[config.mk]
export PLATFORM = sky130hd
export DESIGN_NAME = serial_link_partner
export DESIGN_NICKNAME = d
export VERILOG_FILES = /design/src/rtl/serial_link_partner.sv
export SDC_FILE = /design/constraint.sdc
export NUM_CORES = 1
export LEC_CHECK = 0
export ABC_AREA = 1
export ABC_CLOCK_PERIOD_IN_PS = 3550
export CAP_MARGIN = 40
export CORE_UTILIZATION = 55
export DETAILED_ROUTE_END_ITERATION = 10
export PLACE_DENSITY = 0.81
export REMOVE_ABC_BUFFERS = 1
export SLEW_MARGIN = 10
export SYNTH_ARGS = -nofsm -noshare
export SYNTH_HDL_FRONTEND = slang
export SYNTH_SLANG_ARGS = --single-unit
[constraint.sdc]
create_clock -name clk -period 3.55 [get_ports clk]
set_clock_uncertainty 0.2 [all_clocks]
set_input_delay 0.355 -clock clk [delete_from_list [all_inputs] [get_ports clk]]
set_output_delay 0.355 -clock clk [all_outputs]
set_load 0.01 [all_outputs]
[src/rtl/serial_link_partner.sv]
// Far-end peer of the DMG link cable: exchanges one byte per transfer, MSB first,
// either following the DMG's SCK (slave) or generating SCK itself (master).
// Ports:
//   clk, nreset        system clock, synchronous active-low reset
//   sck_in, sout_in    link SCK and DMG serial data from the pads (asynchronous)
//   sin_out            serial data back to the DMG
//   sck_out, sck_oe    generated SCK level and its drive enable (master mode)
//   master             clock mode, captured when a load is accepted
//   tx_data, tx_load   byte to send and its one-cycle load strobe
//   busy               transfer in progress
//   rx_data, rx_valid  last received byte and its one-cycle update pulse
module serial_link_partner #(
    parameter int unsigned DIV_HALF = 64
) (
    input  logic       clk,
    input  logic       nreset,
    input  logic       sck_in,
    input  logic       sout_in,
    output logic       sin_out,
    output logic       sck_out,
    output logic       sck_oe,
    input  logic       master,
    input  logic [7:0] tx_data,
    input  logic       tx_load,
    output logic       busy,
    output logic [7:0] rx_data,
    output logic       rx_valid
);

    localparam int unsigned TW = (DIV_HALF > 1) ? $clog2(DIV_HALF) : 1;
    localparam int unsigned CW = 3;

    typedef enum logic {IDLE, SHIFT} state_t;

    state_t        state_q, state_d;
    logic          sck_s1, sck_s2, sck_prev;
    logic          sout_s1, sout_s2;
    logic [7:0]    sr_q, sr_d;
    logic [CW-1:0] cnt_q, cnt_d;
    logic [TW-1:0] timer_q, timer_d;
    logic          mode_q, mode_d;
    logic          sin_out_d, sck_out_d, sck_oe_d, busy_d, rx_valid_d;
    logic [7:0]    rx_data_d;
    logic          sck_rise, sck_fall, wrap;

    // Synchronizers, SCK history and all state/output registers
    always_ff @(posedge clk) begin
        if (!nreset) begin
            sck_s1   <= 1'b1;
            sck_s2   <= 1'b1;
            sck_prev <= 1'b1;
            sout_s1  <= 1'b1;
            sout_s2  <= 1'b1;
            state_q  <= IDLE;
            sr_q     <= 8'hFF;
            cnt_q    <= '0;
            timer_q  <= '0;
            mode_q   <= 1'b0;
            sin_out  <= 1'b1;
            sck_out  <= 1'b1;
            sck_oe   <= 1'b0;
            busy     <= 1'b0;
            rx_data  <= 8'h00;
            rx_valid <= 1'b0;
        end else begin
            sck_s1   <= sck_in;
            sck_s2   <= sck_s1;
            sck_prev <= sck_s2;
            sout_s1  <= sout_in;
            sout_s2  <= sout_s1;
            state_q  <= state_d;
            sr_q     <= sr_d;
            cnt_q    <= cnt_d;
            timer_q  <= timer_d;
            mode_q   <= mode_d;
            sin_out  <= sin_out_d;
            sck_out  <= sck_out_d;
            sck_oe   <= sck_oe_d;
            busy     <= busy_d;
            rx_data  <= rx_data_d;
            rx_valid <= rx_valid_d;
        end
    end

    // Next-state and next-output logic
    always_comb begin
        state_d    = state_q;
        sr_d       = sr_q;
        cnt_d      = cnt_q;
        timer_d    = timer_q;
        mode_d     = mode_q;
        sin_out_d  = sin_out;
        sck_out_d  = sck_out;
        sck_oe_d   = sck_oe;
        busy_d     = busy;
        rx_data_d  = rx_data;
        rx_valid_d = 1'b0;
        sck_rise   = 1'b0;
        sck_fall   = 1'b0;
        wrap       = 1'b0;

        case (state_q)
            IDLE: begin
                // Idle line is high, so an unloaded partner answers 8'hFF
                sin_out_d = 1'b1;
                // rx_valid marks the completing cycle; a load there is dropped
                if (tx_load && !rx_valid) begin
                    sr_d      = tx_data;
                    sin_out_d = tx_data[7];
                    cnt_d     = '0;
                    timer_d   = '0;
                    mode_d    = master;
                    busy_d    = 1'b1;
                    state_d   = SHIFT;
                    if (master) begin
                        sck_oe_d  = 1'b1;
                        sck_out_d = 1'b1;
                    end
                end
            end

            SHIFT: begin
                if (mode_q) begin
                    // Half-period timer; each wrap toggles the generated SCK
                    wrap    = (timer_q == TW'(DIV_HALF - 1));
                    timer_d = wrap ? '0 : timer_q + TW'(1);
                    if (wrap) begin
                        sck_out_d = ~sck_out;
                        sck_rise  = ~sck_out;
                        sck_fall  = sck_out;
                    end
                end else begin
                    sck_rise = sck_s2 & ~sck_prev;
                    sck_fall = ~sck_s2 & sck_prev;
                end

                if (sck_fall) begin
                    sin_out_d = sr_q[7];
                end

                if (sck_rise) begin
                    sr_d  = {sr_q[6:0], sout_s2};
                    cnt_d = cnt_q + CW'(1);
                    if (cnt_q == CW'(7)) begin
                        rx_data_d  = {sr_q[6:0], sout_s2};
                        rx_valid_d = 1'b1;
                        busy_d     = 1'b0;
                        sck_oe_d   = 1'b0;
                        state_d    = IDLE;
                    end
                end
            end

            default: begin
                state_d = IDLE;
            end
        endcase
    end

endmodule

==> key figures, run 1 <==
Outcome
  – Outcome: complete, no violations

Synthesis
  – Mux cell area share after synthesis: 0
  – Largest family of logic cells by synthesized area: simple AND/OR/NAND/NOR gates
  – XOR/XNOR Fraction of Synth Area: 0
  – FF+latch count, synth: 37
  – Sequential element share of the synthesized area: 0.469
  – Post-Synth Simple-Gate Area: 0.394
  – Adder-cell area share of the yosys netlist: 0.0238
  – Cells after synthesis: 213
  – Synth cell types: 23
  – Syn Area/Cell: 7.41 µm²
  – Cell taking the most area after synthesis: dfxtp_1
  – Yosys Warn Count: 0
  – Synth top area share: 0.469
  – Compound-gate portion of the synthesized area: 0.0555
  – Synth area leaders: dfxtp_1 (47%), nand2_1 (18%), nand3_1 (12%), a21oi_1 (3.5%), inv_1 (2.6%)
  – Mapped Area: roughly 1600 µm²

Detailed routing
  – First-pass DRT Iterations: 4
  – Vias: 1441
  – DR vias/cell: 5.32
  – Drt drc: 0
  – DR iter-0 viols: 58
  – Routed Wire Length: 3200 µm
  – Antenna-violating nets left: 0
  – Post-DR wirelength/cell: 11.8 µm

Power and ir drop
  – Tot Pwr: around 0.75 mW
  – Pwr dens: just under 400 nW/µm²
  – Leakage Power: 0.860 nW
  – Worst VDD drop: 0.307 mV

STA
  – RSZ-0062 raised after global routing: false
  – Normalized max-slew margin: 0.658
  – Fin crit period: 2000 ps
  – Final hold vios: 0
  – Worst-margin pin slew: 512 ps
  – Max Slew Vio Count: 0
  – Fmax achieved: 0.501 GHz
  – Setup ws final: about 1600 ps
  – Tcrit/Tclk final: 0.563
  – Setup TNS: 0 ps
  – Endpoints failing setup: 0

Die
  – Initial Util: 0.578
  – Core Footprint: 2730 µm²
  – Die width: 55.6 µm
  – Die H: about 56 µm
  – Cell row count: 19
  – IO Count: 27
  – Full die area: 3090 µm²

GRT
  – Total gr overflow: 0
  – Vias in the first global route: between 1000 and 1500
  – First-pass GRT wire length: 5530 µm
  – GRT Total Usage: 0.228
  – Pin count of the biggest net entering global routing: 27
  – Initial antenna violation count: 0

Critical path
  – Critical path data arrival time: 2050 ps
  – CP endpoint kind: register
  – Critical path type: reg2reg
  – R2r startpoint: state_q
  – Critical path launch point type: register
  – Worst path required time: 3610 ps
  – Critical path peak fanout: 18
  – Crit. Startpoint: state_q
  – Flop2flop setup slack: 1550 ps

Place
  – GP Congestion: 0.787
  – Port Buffer Count: 26
  – Post-DP Area: 1850 µm²
  – Placed insts: 264
  – Pre-CTS setup slack: 1360 ps
  – DP Wirelength: 2190 µm

Layout
  – Non-Filler Instances: 271
  – N_diodes: 0
  – Non-Filler Cell Area, Final: approximately 1900 µm²
  – Nets: 257
  – Share of cells above drive strength 1: 0.0875
  – Area growth from synthesis to layout: 20.7%

Hold path
  – Worst hold path class: reg2reg
  – Hold Startpoint: sck_s1

Clocking
  – Reg clk slew, reported paths: roughly 100 ps
  – CTS tree: yes
  – Setup Buffers After CTS: 0
  – Worst-skew pair later-pin latency: about 330 ps
  – PostCTS Resize Cnt: 0
  – Root buf cell: clkbuf_4
  – H-tree level count: 2
  – Hold buffer count at cts: 0
  – Clock Path Buffers: 2
  – CTS buffer count: 5
  – Sink Count: 37

Flow run
  – Max Cap Viol: 0
[through the flow]
stage / utilization / hold WS [ps]
2_1_floorplan: - / 193
3_3_place_gp: 0.677 / 200
3_5_place_dp: 0.677 / 198
4_1_cts: 0.697 / 223
5_1_grt: 0.697 / 241
6_report: 0.697 / 223
[registers in the layout, summed over array words and instances, names as in the netlist]
name / cells
sout_s2: 1
busy: 1
sck_out: 1
sck_s2: 1
sck_oe: 1
rx_data: 8
cnt_q: 3
rx_valid: 1
timer_q: 6
sin_out: 1
sout_s1: 1
mode_q: 1
sck_prev: 1
sck_s1: 1
state_q: 1
sr_q: 8
[kinds of logic after synthesis]
| group | count (synthesis) |
|---|---|
| compound gates | 17 |
| fa+ha+maj | 3 |
| buf+inv | 21 |
| flops | 37 |
| simple gates | 135 |
[area by class of cell]
type / instances / area [µm²]
fillers: 245 / 828
multi-input cells: 155 / 747
flip-flops and latches: 37 / 741
repair buffers: 28 / 275
clock buffers: 7 / 55.1
inverters: 13 / 48.8
well taps: 31 / 38.8
[critical path: stages, from the launching register on]
cell and delay, ps:
dfxtp_1 320, buf_4 230, inv_1 220, nand2_1 460
nand2_1 150, inv_1 150, nand2_1 60, a21oi_1 130
[placed cells by master, fill, tap and decap left out, types with 2 or more instances in the layout]
cell type / instances
nand4_1: 2
dfxtp_1: 37
nand2_2: 3
clkdlybuf4s50_1: 26
a21oi_1: 11
nand3_1: 37
nor2_1: 9
clkbuf_4: 5
inv_1: 11
o21ai_0: 5
ha_1: 3
buf_4: 2
or2_2: 4
nand2_1: 75
[report_power, final]
part	internal (mW)	switching, mW	total (mW)
logic	0.0396	0.0474	0.0870
registers	0.431	0.0103	0.441
clock network	0.0936	0.130	0.224
[final timing paths]
kind                                    to  cells after the start
worst max register to register  timer_q[1]                      7
worst max-delay path            timer_q[1]                      7
worst min register to register      sck_s2                      1
worst min-delay path                sck_s2                      1
[layer usage]
metal / GRT usage / wire length [µm]
met1: 0.300 / 1550
met5: 0 / 0
met2: 0.361 / 1450
met3: 0.0721 / 169
met4: 0.0643 / 38
[synthesized netlist by cell type]
| library cell | number |
|---|---|
| buf_6 | 1 |
| a211oi_1 | 1 |
| nand4_1 | 2 |
| or2_2 | 4 |
| nor2_2 | 1 |
| nor2_1 | 9 |
| a21oi_1 | 11 |
| o21ai_0 | 5 |
| nand3_4 | 1 |
| inv_2 | 1 |
| buf_1 | 1 |
| nand3_1 | 37 |
| nand2_4 | 1 |
| ha_1 | 3 |
| dfxtp_1 | 37 |
| inv_1 | 11 |
| clkbuf_1 | 2 |
| buf_2 | 4 |
| nor2_8 | 1 |
| nand2_1 | 75 |
| nand2_2 | 3 |
| clkinv_1 | 1 |
| nand3_2 | 1 |
(Power assumes the default switching activity.)
==> run 2: changes to the inputs <==
--- a/config.mk
+++ b/config.mk
@@ -6,11 +6,11 @@
 export NUM_CORES = 1
 export LEC_CHECK = 0
 export ABC_AREA = 1
-export ABC_CLOCK_PERIOD_IN_PS = 3550
+export ABC_CLOCK_PERIOD_IN_PS = 1900
 export CAP_MARGIN = 40
-export CORE_UTILIZATION = 55
+export CORE_UTILIZATION = 51
 export DETAILED_ROUTE_END_ITERATION = 10
-export PLACE_DENSITY = 0.81
+export PLACE_DENSITY = 0.76
 export REMOVE_ABC_BUFFERS = 1
 export SLEW_MARGIN = 10
 export SYNTH_ARGS = -nofsm -noshare
==> constraint.sdc (replaced) <==
create_clock -name clk -period 1.9 [get_ports clk]
set_clock_uncertainty 0.2 [all_clocks]
set_input_delay 0.19 -clock clk [delete_from_list [all_inputs] [get_ports clk]]
set_output_delay 0.19 -clock clk [all_outputs]
set_load 0.01 [all_outputs]
==> run 2 against run 1 <==
  * Routed wire length increased by 3.8%
  * The flow now finishes with violations (design-rule violations)
  * Sequential power increased by 87%
  * Register-to-register slack got worse by 1400 ps
  * First-iteration DRC count decreased by 12%
  * Clock power increased to 3.0 times the previous value
  * Sequential cell count unchanged
  * Setup slack got worse by 1400 ps
==> key figures, run 2 (synthesis gave the netlist of run 1 again) <==
Outcome
  – Outcome: finished, violations left
  – Failing checks: design-rule violations

Critical path
  – Worst path required time: 1990 ps
  – Cells along the critical path: ha_2 > nand2_2 > nor2_2 > nand3_2 > nand2_4 > nand3_4 > nor2_8 > nand2_1 > nand2_1
  – Critical path peak fanout: 11
  – Critical path data arrival time: 1820 ps
  – Critical path type: reg2reg
  – Slowest stage delay, CP: 380 ps
  – R2r startpoint: timer_q[0]
  – Slowest cell on the critical path: dfxtp_2
  – R2r endpoint: rx_data[7]
  – Worst r2r path cells: 9
  – Critical path launch point type: register
  – CP endpoint kind: register
  – Top cell by count, worst path: nand2_1
  – Delay-heaviest family, CP: simple AND/OR/NAND/NOR gates
  – Buffers and inverters on the worst path: 0
  – Flop2flop setup slack: 160 ps

STA
  – Final hold vios: 0
  – Tcrit/Tclk final: 0.915
  – Fmax achieved: 0.575 GHz
  – Worst-margin pin slew: 509 ps
  – RSZ-0062 raised after global routing: false
  – Normalized max-slew margin: 0.659
  – Max Slew Vio Count: 0
  – Endpoints failing setup: 0
  – Setup TNS: 0 ps
  – Fin crit period: about 1700 ps
  – Hold Slack: 209 ps

Clocking
  – H-tree level count: 2
  – Setup Buffers After CTS: 0
  – CTS tree: yes
  – Reg clk slew, reported paths: 120 ps
  – CTS buffer count: 5
  – Clock Path Buffers: 2
  – Worst-skew pair later-pin latency: around 340 ps
  – Root buf cell: clkbuf_4
  – PostCTS Resize Cnt: 0
  – Sink Count: 37
  – Hold buffer count at cts: 0

Layout
  – Most frequent cells in the layout: nand2_1 (75), nand3_1 (37), dfxtp_1 (35)
  – FF/Latch Area: 743 µm²
  – Multi-input logic area: 772 µm²
  – Area growth from synthesis to layout: 26.9%
  – Nets: 262
  – # fillers: approximately 250
  – Final core occ: 0.702
  – Non-Filler Cell Area, Final: 2000 µm²
  – Regs by FF count: rx_data x8, sr_q x8, timer_q x6
  – Most common cell after layout, fill and taps aside: nand2_1
  – Non-Filler Instances: 277
  – Share of cells above drive strength 1: 0.126
  – N_diodes: 0

Hold path
  – Worst hold path class: in2reg
  – Hold endpoint: sout_s1
  – Hold Startpoint: sout_in
  – Hold path depth: 2

Die
  – Core Footprint: ~2900 µm²
  – Cell row count: 19
  – Die H: 57.6 µm
  – IO Count: 27
  – Die width: 57.6 µm
  – Full die area: 3320 µm²
  – Initial Util: 0.554

Detailed routing
  – DR iter-0 viols: 51
  – Post-DR wirelength/cell: 12.0 µm
  – Antenna-violating nets left: 0
  – First-pass DRT Iterations: 7
  – Drt drc: 2
  – Vias: between 1000 and 1500
  – Routed Wire Length: 3330 µm
  – DR vias/cell: 5.36

GRT
  – GR Layer Usage met3: 0.0469
  – First-pass GRT wire length: 5700 µm
  – Pin count of the biggest net entering global routing: 26
  – GRT Total Usage: 0.226
  – Grt peak-use layer: met2
  – Initial antenna violation count: 0
  – Vias in the first global route: 1346
  – Met1 Use GR: 0.270
  – Total gr overflow: 0
  – Met2 Resource Use GR: 0.380

Flow run
  – Max Cap Viol: 0

Place
  – Placed insts: 267
  – DP Wirelength: 2320 µm
  – Post-DP Area: about 1900 µm²
  – Port Buffer Count: 26
  – GP Congestion: ~0.79

Power and ir drop
  – Pwr dens: 830 nW/µm²
  – Worst VDD drop: between 0.5 and 0.6 mV
  – Leakage Power: 0.904 nW
==> run 2: per-stage QoR <==
step | setup slack [ps] | power (mW)
floorplan | 29.0 | 0.930
global placement | 143 | 1.01
detailed placement | 95.5 | 1.01
CTS | 72.3 | 1.67
global route | 20.9 | 1.73
finish | 162 | 1.66
==> run 2: power by group <==
group / switching [mW] / total, mW / internal [mW] / leakage, nW
Clock: 0.258 / 0.665 / 0.407 / 0.0552
Sequential: 0.0203 / 0.826 / 0.805 / 0.304
Combinational: 0.0920 / 0.172 / 0.0803 / 0.545
Total: 0.370 / 1.66 / 1.29 / 0.904
==> run 2: layout make-up <==
type | instances | share of cell area
clock buffer | 5 | 0.0187
clock inverter | 3 | 0.0325
inverter | 13 | 0.0244
multi-input combinational | 157 | 0.385
sequential | 37 | 0.371
tap | 31 | 0.0194
timing repair buffer | 31 | 0.149
==> run 2: layer usage <==
layer / up-vias / wire length [µm]
li1: 756 / -
met1: 679 / 1550
met2: 45 / 1540
met3: 4 / 199
met4: 0 / 41
met5: - / 0
==> run 2: how the worst max path moves through the flow <==
stage                    start          to  slack (ps)  cells past startpoint
floorplan              state_q  timer_q[1]          30                      6
detailed placement  timer_q[0]    cnt_q[0]         100                      8
finish              timer_q[0]  rx_data[7]         160                      9
global route        timer_q[0]    cnt_q[0]          20                      9
global placement        nreset     sout_s2         140                      3
CTS                 timer_q[0]    cnt_q[0]          70                      8
